--- config.mk ---
export PLATFORM = sky130hd
export DESIGN_NAME = alu_issue_ctrl
export DESIGN_NICKNAME = d
export VERILOG_FILES = /design/src/rtl/alu_issue_ctrl.sv
export SDC_FILE = /design/constraint.sdc
export NUM_CORES = 1
export LEC_CHECK = 0
export ABC_AREA = 1
export ABC_CLOCK_PERIOD_IN_PS = 1900
export CORE_MARGIN = 1.5
export CORE_UTILIZATION = 40
export CTS_BUF_LIST = sky130_fd_sc_hd__clkbuf_16
export CTS_CLUSTER_DIAMETER = 60
export DETAILED_ROUTE_END_ITERATION = 12
export PLACE_DENSITY = 0.71
export RECOVER_POWER = 50
export SYNTH_ARGS = -nofsm -noshare
export SYNTH_HDL_FRONTEND = slang
export SYNTH_SLANG_ARGS = --single-unit
--- constraint.sdc ---
create_clock -name clk -period 1.9 [get_ports clk]
set_input_delay 0.57 -clock clk [delete_from_list [all_inputs] [get_ports clk]]
set_output_delay 0.57 -clock clk [all_outputs]
set_load 0.01 [all_outputs]
--- src/rtl/alu_issue_ctrl.sv ---
// alu_issue_ctrl
//   Instruction-side driver for a combinational 16-bit ALU. Accepts one
//   instruction per handshake and reads operands from an 8-entry register
//   file, or takes a sign-extended immediate. Drives the ALU, captures its
//   result, writes it back and offers it on a result handshake. A new
//   instruction can be accepted at most once every three cycles
//   (IDLE -> EXEC -> RESP).
//
//   Instruction word: [15:12] opcode, [11:9] rd, [8] I.
//     I=1: [7:0] imm8.
//     I=0: [7:5] rs; [4:0] ignored.
//
// Ports
//   clk, rst_n            clock, asynchronous active-low reset
//   instr_valid/ready     instruction handshake; instr is the instruction word
//   op_a, op_b, alu_func  ALU drive, held between instructions
//   alu_out               combinational ALU result
//   res_valid/ready       result handshake
//   res_data, res_rd      result value and its destination register
//   res_illegal           opcode unsupported; no writeback, res_data is 0
//   dbg_addr, dbg_data    combinational register-file read port
//
// Build option
//   ALU_ISSUE_FLAGS_EN    adds res_zero / res_neg result flags
module alu_issue_ctrl #(
   parameter int unsigned DW    = 16,
   parameter int unsigned IMM_W = 8
) (
   input  logic          clk,
   input  logic          rst_n,
   input  logic          instr_valid,
   output logic          instr_ready,
   input  logic [15:0]   instr,
   output logic [DW-1:0] op_a,
   output logic [DW-1:0] op_b,
   output logic [3:0]    alu_func,
   input  logic [DW-1:0] alu_out,
   output logic          res_valid,
   input  logic          res_ready,
   output logic [DW-1:0] res_data,
   output logic [2:0]    res_rd,
   output logic          res_illegal,
   input  logic [2:0]    dbg_addr,
   output logic [DW-1:0] dbg_data
`ifdef ALU_ISSUE_FLAGS_EN
   ,
   output logic          res_zero,
   output logic          res_neg
`endif
);

   typedef enum logic [1:0] {StIdle, StExec, StResp} state_t;

   state_t        state_q;
   logic [2:0]    rd_q;
   // Entry 0 is never written, so it keeps its reset value and reads as zero.
   logic [DW-1:0] rf_q [8];

   logic [DW-1:0] rd_val;
   logic [DW-1:0] rs_val;
   logic [DW-1:0] imm_ext;
   logic          legal;

   always_comb begin
      rd_val  = rf_q[instr[11:9]];
      rs_val  = rf_q[instr[7:5]];
      imm_ext = {{(DW-IMM_W){instr[IMM_W-1]}}, instr[IMM_W-1:0]};
   end

   // alu_func holds the latched opcode for the whole EXEC cycle.
   always_comb begin
      unique case (alu_func)
         4'b0010, 4'b0100, 4'b0110, 4'b1000, 4'b1010: legal = 1'b1;
         default:                                     legal = 1'b0;
      endcase
   end

   assign dbg_data = rf_q[dbg_addr];

   always_ff @(posedge clk or negedge rst_n) begin
      if (!rst_n) begin
         state_q     <= StIdle;
         rd_q        <= '0;
         instr_ready <= 1'b1;
         op_a        <= '0;
         op_b        <= '0;
         alu_func    <= '0;
         res_valid   <= 1'b0;
         res_data    <= '0;
         res_rd      <= '0;
         res_illegal <= 1'b0;
`ifdef ALU_ISSUE_FLAGS_EN
         res_zero    <= 1'b0;
         res_neg     <= 1'b0;
`endif
         for (int i = 0; i < 8; i++) begin
            rf_q[i] <= '0;
         end
      end else begin
         unique case (state_q)
            StIdle: begin
               if (instr_valid) begin
                  // Operands are loaded at the accept edge. The previous
                  // writeback has already landed, and nothing else can write
                  // the file before EXEC, so the EXEC-cycle values match.
                  op_a        <= rd_val;
                  op_b        <= instr[8] ? imm_ext : rs_val;
                  alu_func    <= instr[15:12];
                  rd_q        <= instr[11:9];
                  instr_ready <= 1'b0;
                  state_q     <= StExec;
               end
            end
            StExec: begin
               res_rd    <= rd_q;
               res_valid <= 1'b1;
               state_q   <= StResp;
               if (legal) begin
                  res_data    <= alu_out;
                  res_illegal <= 1'b0;
`ifdef ALU_ISSUE_FLAGS_EN
                  res_zero    <= (alu_out == '0);
                  res_neg     <= alu_out[DW-1];
`endif
                  if (rd_q != 3'd0) begin
                     rf_q[rd_q] <= alu_out;
                  end
               end else begin
                  res_data    <= '0;
                  res_illegal <= 1'b1;
`ifdef ALU_ISSUE_FLAGS_EN
                  res_zero    <= 1'b0;
                  res_neg     <= 1'b0;
`endif
               end
            end
            StResp: begin
               if (res_ready) begin
                  res_valid   <= 1'b0;
                  instr_ready <= 1'b1;
                  state_q     <= StIdle;
               end
            end
            default: state_q <= StIdle;
         endcase
      end
   end

endmodule

==> results by group <==
Routing
  – DRC viols: 0
  – Vias per std cell: 5.495
  – Routed wire length: 38.15 mm
  – WL/cell: 19.01 um
  – First DRT Iteration DRCs: 1354
  – Initial DRT Pass Iterations: 7
  – Via count: 11030
  – Post-DRT Antenna Nets: 0

Logic synthesis
  – Synth warnings: 0
  – Synthesized netlist cell count: 1445
  – Dominant cell type by area after synthesis: dfrtp_1
  – Sequential share of the synthesized area: 45.37%
  – Post-Syn Area: 10540 um^2
  – Top FF cell, synth: dfrtp_1
  – Avg Inst Size Synth: 7.292 um^2
  – Fraction of registers with async set or reset after synthesis: 100.0%
  – EDFF count, synth: 0
  – Synth area leaders: dfrtp_1, nand2_1, o21ai_0, nand3_1, a21oi_1
  – Synth Register Bits: 191
  – Share of Yosys cell area claimed by the top area cell type: 45.12%
  – Synth Net Count: 1484
  – Netlist cell types: 30

Setup path
  – CP Launch Point: dbg_addr[0]
  – Reg-to-reg slack, setup: -90 ps
  – Critical Path RT: 1330 ps
  – Classification of the worst setup path: in2out
  – Critical Path Start Type: input pin
  – Max incr delay on CP: 240 ps
  – Slowest CP cell: o21a_1
  – Crit Reg-Reg Startpoint: alu_func[2]$_DFFE_PN0P_
  – CP Capture Type: output port
  – CP Capture Point: dbg_data[12]
  – FF-to-FF End: rf_q[33]$_DFFE_PN0P_
  – CP Max Fanout: 6
  – CP cell instances: buf_16 -> inv_16 -> buf_12 -> buf_4 -> nor2_2 -> o21ai_1 -> o21a_1 -> buf_2
  – R2R depth: 8
  – Critical Path AT: 1600 ps

Timing
  – RSZ-0062 raised after global routing: yes
  – Final worst path period share: 114.0%
  – Max-slew violations: 0
  – Slew @ Worst Pin: 1057 ps
  – Clock skew: 10.44 ps
  – Final setup fails: 75
  – Final Hold Fails: 0
  – Slew headroom: 29.54%
  – Crit path time final: 2165 ps
  – Setup TNS: -4438 ps
  – Final WS setup: -265.3 ps
  – Fin Hold WS: 299.0 ps
  – Fmax: 461.8 MHz

Final layout
  – Share of layout cells above drive strength 1: 18.60%
  – Layout area overhead: 32.76%
  – Nets: 1698
  – Fin cells: 2007
  – Diode count: 0
  – Core Util, Final: 53.84%
  – Fillcell total: 2479

Floorplan
  – Initial core utilization: 40.55%
  – Die area: 27330 um^2
  – Height of the die: 165.3 um
  – Rows: 59
  – Core box area: 25980 um^2
  – Top-level I/O count: 113
  – Die X: 165.3 um

Pwr
  – Total power: 19.05 mW
  – Worst vdd ir: 772.2 uV
  – Leak: 7.097 nW
  – Pwr/cell area: 1362 nW/um^2

Clock network
  – CTS Hold Buffers Added: 0
  – CTS max path bufs: 2
  – CTS tree: done
  – TritonCTS Buffers: 17
  – CTS sink cnt: 191
  – Worst-skew pair later-pin latency: 450 ps
  – Reg clk slew, reported paths: 80 ps
  – Root buf cell: clkbuf_16
  – H-tree level count: 4

GRT
  – GRT met3 Usage: 8.516%
  – Global route hottest layer: met2
  – Pin count of the biggest net entering global routing: 55
  – Initial antenna violation count: 3
  – First-pass GRT wire length: 59.84 mm
  – GRT met2 Usage: 42.94%
  – Grt ovf: 0
  – Tot GR Track Use: 29.11%
  – Met1 GRT Util: 40.17%
  – Vias in the first global route: 10500

Outcome
  – Status: finished with violations
  – Failing checks: setup timing

Place
  – Inst Count DP: 1961
  – I/O Buffers: 112
  – Gpl congestion: 0.9234
  – HPWL Detailed: 25.12 mm

Hold path
  – Min-delay worst type: in2async

Flow run
  – Maxcap violations: 0
## cell families after synthesis
family | Yosys count | share of synthesized area [%]
simple gates | 582 | 23.31
flops | 191 | 45.37
compound gates | 420 | 20.65
buf+inv | 252 | 10.67
## through the flow
step / worst slack, ps / cell area, um^2
after CTS: -263.8 / 14020
final: -265.3 / 13990
after global placement: -1108 / 13160
after global routing: -289.6 / 13990
after floorplan: -0.4455 / 10540
after detailed placement: -1112 / 13160
## synthesized netlist by cell type (6+ instances only)
master    number
o21ai_1      104
a21oi_1      115
buf_2         41
nand3_1      134
nand2_1      378
nor2_1        44
o21ai_0      174
o21ai_2        8
buf_4          8
inv_1        130
clkbuf_1      51
nor3_1         7
buf_6         12
o21a_1        14
dfrtp_1      190
nand2_2        6
## cells in the final DEF (no fill, tap or decap), types with 3 or more instances in the layout
master / count
nor2_2: 5
o21a_1: 14
nand2_2: 8
dlygate4sd2_1: 58
inv_6: 4
dfrtp_1: 189
nor3_1: 7
inv_1: 115
inv_8: 4
buf_16: 8
nor2_1: 40
o21ai_1: 148
buf_4: 145
clkbuf_16: 17
buf_6: 5
o22ai_1: 4
clkbuf_1: 13
o21ai_0: 128
a21oi_1: 99
a21oi_2: 15
or2_2: 3
clkdlybuf4s50_1: 31
clkbuf_2: 4
nand2_1: 376
o21ai_2: 10
nand3_1: 135
nor2_4: 3
buf_12: 24
clkinv_8: 3
buf_2: 16
inv_2: 17
## metal layers
layer  up-vias  wire length [um]
met5         -                23
met1      5119             16180
met2       654             16310
met3        98              4340
met4         4              1293
li1       5154                 -
## state kept, by name, indices dropped and copies added, names as in the netlist
register,cells
rd_q,3
op_b,16
res_illegal,1
res_valid,1
op_a,16
state_q,2
res_data,16
rf_q,128
instr_ready,1
res_rd,3
alu_func,4
## report_power, final
part,internal [mW],total [mW],leakage [nW],switching [mW]
registers,5.72,6.87,2.17,1.16
clock network,2.02,3.85,0.307,1.83
logic,3.83,8.33,4.62,4.50
## repair_timing
item,in CTS,in global routing
cloned,7,0
gates resized for setup,211,44
buffers inserted,4,3
pin swaps,7,10
endpoints found under the setup margin,74,16
## worst min path at each step
stage,start,end,slack (ps),cells past startpoint
after floorplan,rst_n,alu_func[0]$_DFFE_PN0P_,270,0
final,rst_n,rf_q[105]$_DFFE_PN0P_,300,1
after CTS,rst_n,op_a[13]$_DFFE_PN0P_,50,1
after global placement,rf_q[113]$_DFFE_PN0P_,rf_q[113]$_DFFE_PN0P_,430,0
after detailed placement,rf_q[117]$_DFFE_PN0P_,rf_q[117]$_DFFE_PN0P_,430,0
after global routing,rst_n,rf_q[107]$_DFFE_PN0P_,370,1
## worst max-delay path: cells and delay by family
kind / cells / cell delay [ps]
AND/OR/NAND/NOR: 1 / 60
AO/OA/AOI/OAI: 2 / 310
buffers and inverters: 5 / 630
## area by class of cell
class,count,area [um^2],area share [%]
repair buffers,310,2904,20.76
clock inverters,15,200.2,1.431
well taps,335,419.2,2.996
multi-input cells,1002,4717,33.72
inverters,137,541.8,3.873
flip-flops and latches,191,4782,34.18
clock buffers,17,425.4,3.041
Power figures use the tool's default switching activity.
